### src/rtl/foc_pkg.sv
// foc_pkg: shared PI controller FSM state, default widths and the clamp helper.
package foc_pkg;
  localparam int PI_N = 10;
  localparam int PI_F = 9;
  localparam int PI_GF = 8;
  localparam int PI_SW = 2 * PI_N + 2;
  typedef enum logic [1:0] {IDLE, ERR, MUL, SUM} pi_state_t;
  // Crossed bounds (lo > hi) resolve to hi.
  function automatic logic signed [PI_SW-1:0] clamp(
    input logic signed [PI_SW-1:0] v,
    input logic signed [PI_SW-1:0] lo,
    input logic signed [PI_SW-1:0] hi
  );
    return (v > hi || lo > hi) ? hi : (v < lo) ? lo : v;
  endfunction
endpackage

### src/rtl/saturation.sv
// saturation: clamps a signed Q(N-F-1).F value to [i_min, i_max]; i_max wins when the bounds cross.
module saturation #(
  parameter int N = 10,
  parameter int F = 9,
  localparam int I = N - F - 1
) (
  input  logic signed [I+F:0] i_x,
  input  logic signed [I+F:0] i_min,
  input  logic signed [I+F:0] i_max,
  output logic signed [I+F:0] o_y
);
  always_comb o_y = (i_x > i_max || i_min > i_max) ? i_max : (i_x < i_min) ? i_min : i_x;
endmodule

### src/rtl/pi_controller.sv
// pi_controller: 4-cycle discrete PI regulator with clamping anti-windup.
// Defining PI_INTEG_FREEZE_EN adds i_freeze, which holds the integrator for that sample.
module pi_controller
  import foc_pkg::*;
#(
  parameter int N = PI_N,
  parameter int F = PI_F,
  parameter int GF = PI_GF
) (
  input  logic                clk,
  input  logic                rst,
  input  logic                i_in_valid,
  output logic                o_in_ready,
  input  logic signed [N-1:0] i_ref,
  input  logic signed [N-1:0] i_meas,
  input  logic signed [N-1:0] i_kp,
  input  logic signed [N-1:0] i_ki,
  input  logic signed [N-1:0] i_max,
  input  logic signed [N-1:0] i_min,
  input  logic                i_clear,
`ifdef PI_INTEG_FREEZE_EN
  input  logic                i_freeze,
`endif
  output logic                o_out_valid,
  output logic signed [N-1:0] o_y
);
  localparam int EW = N + 1;
  localparam int PW = 2 * N + 1;
  localparam int IW = N + 2;
  localparam int SW = 2 * N + 2;
  pi_state_t r_state, w_next;
  logic signed [N-1:0] r_ref, r_meas, r_kp, r_ki, r_min, r_max, r_y, w_y;
  logic signed [EW-1:0] r_e;
  logic signed [PW-1:0] r_p, r_di, w_kp_e, w_ki_e;
  logic signed [IW-1:0] r_integ;
  logic signed [SW-1:0] w_min, w_max, w_integ, w_integ_n, w_s, w_s_c;
  logic w_take, w_freeze;
  assign w_take = i_in_valid && o_in_ready;
  always_ff @(posedge clk) r_state <= rst ? IDLE : w_next;
  always_comb
    w_next = (r_state == IDLE) ? (w_take ? ERR : IDLE) :
             (r_state == ERR)  ? MUL :
             (r_state == MUL)  ? SUM : IDLE;
  always_comb begin
    o_in_ready  = !rst && r_state == IDLE;
    o_out_valid = !rst && r_state == SUM;
    o_y         = o_out_valid ? w_y : r_y;
  end
`ifdef PI_INTEG_FREEZE_EN
  logic r_freeze;
  always_ff @(posedge clk) if (w_take) r_freeze <= i_freeze;
  assign w_freeze = r_freeze;
`else
  assign w_freeze = 1'b0;
`endif
  assign w_kp_e    = PW'(r_kp) * PW'(r_e);
  assign w_ki_e    = PW'(r_ki) * PW'(r_e);
  assign w_min     = SW'(r_min);
  assign w_max     = SW'(r_max);
  assign w_integ   = SW'(r_integ);
  assign w_integ_n = w_freeze ? w_integ : clamp(w_integ + SW'(r_di), w_min, w_max);
  assign w_s       = SW'(r_p) + w_integ_n;
  // Wide pre-clamp keeps the N-bit truncation lossless before the saturation stage.
  assign w_s_c     = clamp(w_s, w_min, w_max);
  saturation #(.N(N), .F(F)) u_sat (
    .i_x  (N'(w_s_c)),
    .i_min(r_min),
    .i_max(r_max),
    .o_y  (w_y)
  );
  always_ff @(posedge clk) begin
    if (w_take) begin
      r_ref  <= i_ref;
      r_meas <= i_meas;
      r_kp   <= i_kp;
      r_ki   <= i_ki;
      r_min  <= i_min;
      r_max  <= i_max;
    end
    if (r_state == ERR) r_e <= EW'(r_ref) - EW'(r_meas);
    if (r_state == MUL) begin
      r_p  <= w_kp_e >>> GF;
      r_di <= w_ki_e >>> GF;
    end
    if (rst) begin
      r_integ <= '0;
      r_y     <= '0;
    end else begin
      if (i_clear) r_integ <= '0;
      else if (r_state == SUM) r_integ <= IW'(w_integ_n);
      if (r_state == SUM) r_y <= w_y;
    end
  end
endmodule

### config.mk
export PLATFORM = sky130hd
export DESIGN_NAME = pi_controller
export DESIGN_NICKNAME = d
export VERILOG_FILES = /design/src/rtl/foc_pkg.sv /design/src/rtl/saturation.sv /design/src/rtl/pi_controller.sv
export SDC_FILE = /design/constraint.sdc
export NUM_CORES = 1
export LEC_CHECK = 0
export ABC_AREA = 1
export CAP_MARGIN = 20
export CORE_ASPECT_RATIO = 0.75
export CORE_MARGIN = 2
export CORE_UTILIZATION = 40
export DETAILED_ROUTE_END_ITERATION = 10
export GPL_TIMING_DRIVEN = 0
export PLACE_DENSITY_LB_ADDON = 0.05
export SETUP_SLACK_MARGIN = 0.3
export SLEW_MARGIN = 15
export SYNTH_ARGS = -nofsm -noshare
export SYNTH_HDL_FRONTEND = slang
export SYNTH_SLANG_ARGS = --single-unit
### constraint.sdc
create_clock -name clk -period 15.8 [get_ports clk]
set_input_delay 3.16 -clock clk [delete_from_list [all_inputs] [get_ports clk]]
set_output_delay 3.16 -clock clk [all_outputs]
set_load 0.01 [all_outputs]
After elaboration in Yosys (flattened, before gate mapping). Cells that the tools add are included.

Bits in registers: 121. Logic and storage cells: 48.

Reduce and logical (&&, ||, !) cells: 9. Equal/unequal tests: 3. Multipliers: 2. Order comparisons: 8. Add/subtract/negate cells: 3. Muxes and demuxes: 11.

Operators by type and width (count): $mux W10 (5); $mux W22 (2); $mul A10 B11 Y21 (2); $gt A10 B10 Y1 (3); $add A13 B22 Y22 (1); $gt A22 B10 Y1 (1); $lt A22 B10 Y1 (1); $add A12 B13 Y14 (1); $gt A14 B10 Y1 (1); $lt A14 B10 Y1 (1); $sub A10 B10 Y11 (1); $lt A10 B10 Y1 (1); $mux W2 (3); $eq A2 B2 Y1 const B (2); $logic_and A1 B1 Y1 (3); $logic_or A1 B1 Y1 (3); $eq A2 B1 Y1 const B (1); $logic_not A2 Y1 (1); $reduce_or A2 Y1 (1); $logic_not A1 Y1 (1); $mux W1 (1).

Longest topological paths before layout. Gate-level depths: netlist of the first run.

Word-level depth: 12. Depth in mapped cells: 70. Gate-level depth less buffers: 69.

Hierarchy. Synthesis of the first run repeated with hierarchy kept, for this count alone.

Cells, all modules: 2335. Area, all modules: 18198.7 um2.

By module, submodules not included: pi_controller (instances 1, cells each 2128, area each 17057.6 um2); saturation (instances 1, cells each 207, area each 1141.1 um2).

Worst setup path after synthesis of the first run. No wires, ideal clock.

Path kind: register to output. Start: register r_di[0]. End: output o_y[0]. Path buffers: 1. Cell stages (with the launch flop): 62. Arrival: 8280 ps. Slack: 4360 ps. Path through: edfxtp_1 -> ha_1 -> inv_1 -> fa_1 -> o21ai_0 -> nand2_1 -> nand2_1 -> nand3_1 -> nand2_1 -> nand2_1 -> inv_1 -> o21ai_0 -> nand2_1 -> xor2_1 -> ha_1 -> nand4_1 -> nor3_1 -> o21ai_0 -> [... 26 more ...] -> nand4_1 -> nand2_2 -> inv_2 -> buf_6 -> o211ai_1 -> o21a_1 -> ha_1 -> a21oi_1 -> o21ai_0 -> nand3_1 -> a21oi_1 -> a211oi_1 -> nand3_2 -> nand3_1 -> nand3_1 -> nand2_1 -> nand2_1 -> nand2_1.

Word-level cells in the longest chain between the ends: 12. Elaborated cells between the ends (all ways): 18. Classes of those cells: 2 x add/sub; 6 x order compare; 7 x mux; 3 x reduce/logical.

Ends and longest elaborated chain: start, declared (line pi_controller.sv:34) `logic signed [PW-1:0] r_p, r_di, w_kp_e, w_ki_e;`; start signal, assigned (line pi_controller.sv:83) `r_di <= w_ki_e >>> GF;`; $add A12 B13 Y14 (*) (line pi_controller.sv:61) `assign w_integ_n = w_freeze ? w_integ : clamp(w_integ + SW'(r_di), w_min, w_max);`; $lt A14 B10 Y1 / $gt A14 B10 Y1 (equally long branches) (line foc_pkg.sv:14) `return (v > hi || lo > hi) ? hi : (v < lo) ? lo : v;`; $mux W22 / $logic_or A1 B1 Y1 (equally long branches) (line foc_pkg.sv:14); $mux W22 (*) (line foc_pkg.sv:14); net w_integ_n[0] (line pi_controller.sv:36) `logic signed [SW-1:0] w_min, w_max, w_integ, w_integ_n, w_s, w_s_c;`; $add A13 B22 Y22 (*) (line pi_controller.sv:62) `assign w_s = SW'(r_p) + w_integ_n;`; $lt A22 B10 Y1 / $gt A22 B10 Y1 (equally long branches) (line foc_pkg.sv:14); $mux W10 / $logic_or A1 B1 Y1 (equally long branches) (line foc_pkg.sv:14); $mux W10 (*) (line foc_pkg.sv:14); $lt A10 B10 Y1 / $gt A10 B10 Y1 (equally long branches) (line saturation.sv:12) `always_comb o_y = (i_x > i_max || i_min > i_max) ? i_max : (i_x < i_min) ? i_min : i_x;`; $mux W10 / $logic_or A1 B1 Y1 (equally long branches) (line saturation.sv:12); $mux W10 (*) (line saturation.sv:12); $mux W10 (*) (line pi_controller.sv:47) `o_y = o_out_valid ? w_y : r_y;`; end, declared (line pi_controller.sv:25) `output logic signed [N-1:0] o_y`.

Mark *: on every way through the listed nets, which the timed path passes. The rest lies on a longest branch.

Worst setup path after layout of the first run.
Start: register r_di[0]. End: output o_y[1].

Same word-level chain as after synthesis.

==> results of run 1 <==
-- synthesized netlist by cell type, types with 3 or more instances --
| cell type | instances |
|---|---|
| o21a_1 | 6 |
| a21oi_1 | 115 |
| a21o_1 | 9 |
| a211oi_1 | 3 |
| clkbuf_1 | 42 |
| nor3_1 | 8 |
| inv_2 | 5 |
| nand3_1 | 62 |
| edfxtp_1 | 97 |
| xnor2_1 | 27 |
| nor2_1 | 47 |
| o211ai_1 | 12 |
| nand4_1 | 16 |
| inv_1 | 432 |
| fa_1 | 199 |
| ha_1 | 237 |
| o21ai_1 | 8 |
| o31ai_1 | 3 |
| nand2_1 | 470 |
| a311oi_1 | 4 |
| xor2_1 | 47 |
| dfxtp_1 | 24 |
| buf_1 | 4 |
| nand2_2 | 8 |
| o21bai_1 | 4 |
| o21ai_0 | 52 |
| nand3_2 | 5 |
| nand2_4 | 6 |
| a31oi_1 | 3 |
| buf_2 | 6 |
| or2_2 | 3 |
-- report_power, final --
part | leakage [uW] | switching, uW | internal (uW)
logic | 0.00860 | 1180 | 772
registers | 0.00109 | 8.38 | 451
clock network | 0.000286 | 171 | 230
-- registers in the layout (all words and copies together), names as in the netlist --
name and cells:
r_p 13, r_kp 10, r_max 10, r_ref 10
r_meas 10, r_e 11, r_di 13, r_min 10
r_state 2, r_y 10, r_ki 10, r_integ 12
-- per-layer routing --
metal	wire length (microns)	GRT usage, %
met1	23900	35.40
met4	416	4.099
met5	0	0
met2	18050	30.99
met3	2317	4.150
-- per-stage QoR --
stage          setup slack (ps)  hold WS, ps
2_1_floorplan              4360        426.4
3_3_place_gp               1706        436.5
3_5_place_dp               1539        442.0
4_1_cts                    1001        454.3
5_1_grt                   296.9        473.3
6_report                   1370        453.1
-- critical path, delay by kind of cell, from the launching register on --
family / cells / cell delay (ps)
buffers and inverters: 7 / 1130
and+or+nand+nor: 32 / 4210
AOI/OAI and AO/OA: 15 / 2820
DFF: 1 / 340
xor gates and xnor gates: 1 / 350
adders and majority gates: 7 / 1980
-- how the worst max path moves through the flow --
stage                        from      to  slack [ps]  cells after the start
after detailed placement  r_di[0]  o_y[1]        1540                     68
after global routing      r_di[4]  o_y[1]         300                     67
after global placement    r_di[0]  o_y[1]        1710                     68
final                     r_di[0]  o_y[1]        1370                     62
after CTS                 r_di[0]  o_y[1]        1000                     68
after floorplan           r_di[0]  o_y[0]        4360                     61
-- layout make-up --
class,instances,area (sq um)
Tap cell,561,701.9
Buffer,54,229.0
Multi-Input combinational cell,1371,11560
Inverter,439,1657
Clock inverter,11,83.83
Fill cell,4068,22170
Clock buffer,21,504.2
Timing Repair Buffer,76,778.2
Sequential cell,121,3393
-- kinds of logic (layout without fill, tap and decap cells) --
kind of cell	count (synthesis)	after routing	share of synthesized area [%]
adders and majority gates	436	436	41.39
and+or+nand+nor	632	632	15.68
DFF	121	121	20.21
AOI/OAI and AO/OA	229	229	7.706
buffers and inverters	493	601	11.15
xor gates and xnor gates	74	74	3.860
==> impl_metrics.json, run 1 <==
{
  "cp_max_fo": 10,
  "worst_pin_slew_ps": 945.0,
  "slowest_stage": "a211oi_1",
  "root_buffer": "clkbuf_16",
  "syn2layout_area_growth_pct": 12.63,
  "min-delay-start": "r_y[1]",
  "grt-ovfl-total": 0,
  "outcome": "finished, final reports clean",
  "seq_area_frac_synth_pct": 20.21,
  "cts_buffers": 17,
  "synth_area_leaders": "fa_1 24%, ha_1 18%, edfxtp_1 17%, nand2_1 11%, inv_1 9.7%",
  "rows": 64,
  "min_path_cells": 2,
  "r2r_cells": 67,
  "drc": 0,
  "slew_headroom_pct": 36.93,
  "final.setup.tns_ps": 0,
  "grt_pass1_vias": 13420,
  "peakVddDrop_v": 0.0001797,
  "ys_ff_latch": 121,
  "port_buffers": 75,
  "power_leakage_uw": 0.009974,
  "maxSlewViolCount": 0,
  "fin_crit_ps": 14430,
  "antenna_found_initial": 0,
  "drive_gt1_share_pct": 4.061,
  "path_class": "flip-flop to output pin",
  "synth_fp_nets": 2485,
  "yosysTopAreaCell": "fa_1",
  "synth_edf_count": 97,
  "gp_congestion": 0.8708,
  "placed_area_sq_mm": 0.01827,
  "start_util_pct": 40.87,
  "cp-start-kind": "flip-flop",
  "initialDrtViolationCount": 833,
  "total_power_uw": 2809,
  "hpwl_microns": 37500,
  "vias": 13010,
  "die_w_microns": 240.6,
  "power_per_cell_area_mw_per_mm2": 148.6,
  "avgSynthCellArea_sq_um": 8.458,
  "grt_pass1_wl_microns": 73770,
  "cts_tree": "built",
  "critPathRequiredTime_ps": 12640,
  "reg2reg_to": "r_y[1]",
  "vias_per_cell": 4.902,
  "finalInstanceArea_sq_mm": 0.01891,
  "synth.distinct_cells": 48,
  "final_cells": 2654,
  "htree_levels": 4,
  "clk_pin_slew_worst_paths_ps": 70,
  "diodes": 0,
  "dr.pass1.iters": 5,
  "cts_setup_buffers": 0,
  "nNetsFinal": 2580,
  "core-area_sq_mm": 0.04108,
  "synthesis.area_sq_mm": 0.01679,
  "rsz0062_at_grt": "no",
  "postSynth.asyncResetShare_pct": 0,
  "cts.hold.buffers_added": 0,
  "synth_cells": 1985,
  "io_pins": 76,
  "post_drt_wl_per_cell_microns": 16.84,
  "grt_max_degree": 38,
  "dp_cells": 2622,
  "r2r_slack_ps": 5460,
  "critical_path.most_common_cell": "nand2_1",
  "drv_cap": 0,
  "r2r-start": "r_di[0]",
  "synth.top_cell.area_share_pct": 23.73,
  "cp.arrival_ps": 11270,
  "yosys_warnings": 0,
  "worstHoldPathType": "flip-flop to flip-flop",
  "setup_viol": 0,
  "clockBufferDepth": 2,
  "min_to": "r_y[1]",
  "dieArea_sq_mm": 0.04364,
  "max_freq_mhz": 69.30,
  "cp-end-kind": "output pin",
  "hold_viol": 0,
  "post-route-period-util_pct": 91.33,
  "grtUsageTotal_pct": 22.21,
  "clock_sinks": 121,
  "clk_latency_ps": 460,
  "cts_resized": 0,
  "drtAntennaViolNets": 0,
  "synth-main-ff-cell": "edfxtp_1",
  "fin_util_pct": 46.03,
  "fin_skew_ps": 15.27,
  "final_cell_mix": "469 x nand2_1, 431 x inv_1, 236 x ha_1",
  "final_common_cell": "nand2_1",
  "die_y_microns": 181.4,
  "routed_wl_microns": 44680,
  "cpPeakStageDelay_ps": 550
}
No activity file was read; power rests on OpenSTA's default activity.
==> run 2: changes to the inputs <==
--- a/config.mk
+++ b/config.mk
@@ -14,6 +14,7 @@
 export GPL_TIMING_DRIVEN = 0
 export PLACE_DENSITY_LB_ADDON = 0.05
 export SETUP_SLACK_MARGIN = 0.3
+export SKIP_LAST_GASP = 1
 export SLEW_MARGIN = 15
 export SYNTH_ARGS = -nofsm -noshare
 export SYNTH_HDL_FRONTEND = slang
==> results of run 2 <==
The final DEF is identical to that of run 1; final timing and power are the same.
==> run 3: changes to the inputs <==
--- a/config.mk
+++ b/config.mk
@@ -6,6 +6,7 @@
 export NUM_CORES = 1
 export LEC_CHECK = 0
 export ABC_AREA = 1
+export ABC_CLOCK_PERIOD_IN_PS = 15800
 export CAP_MARGIN = 20
 export CORE_ASPECT_RATIO = 0.75
 export CORE_MARGIN = 2
==> results of run 3 <==
The final DEF is identical to that of run 1; final timing and power are the same.
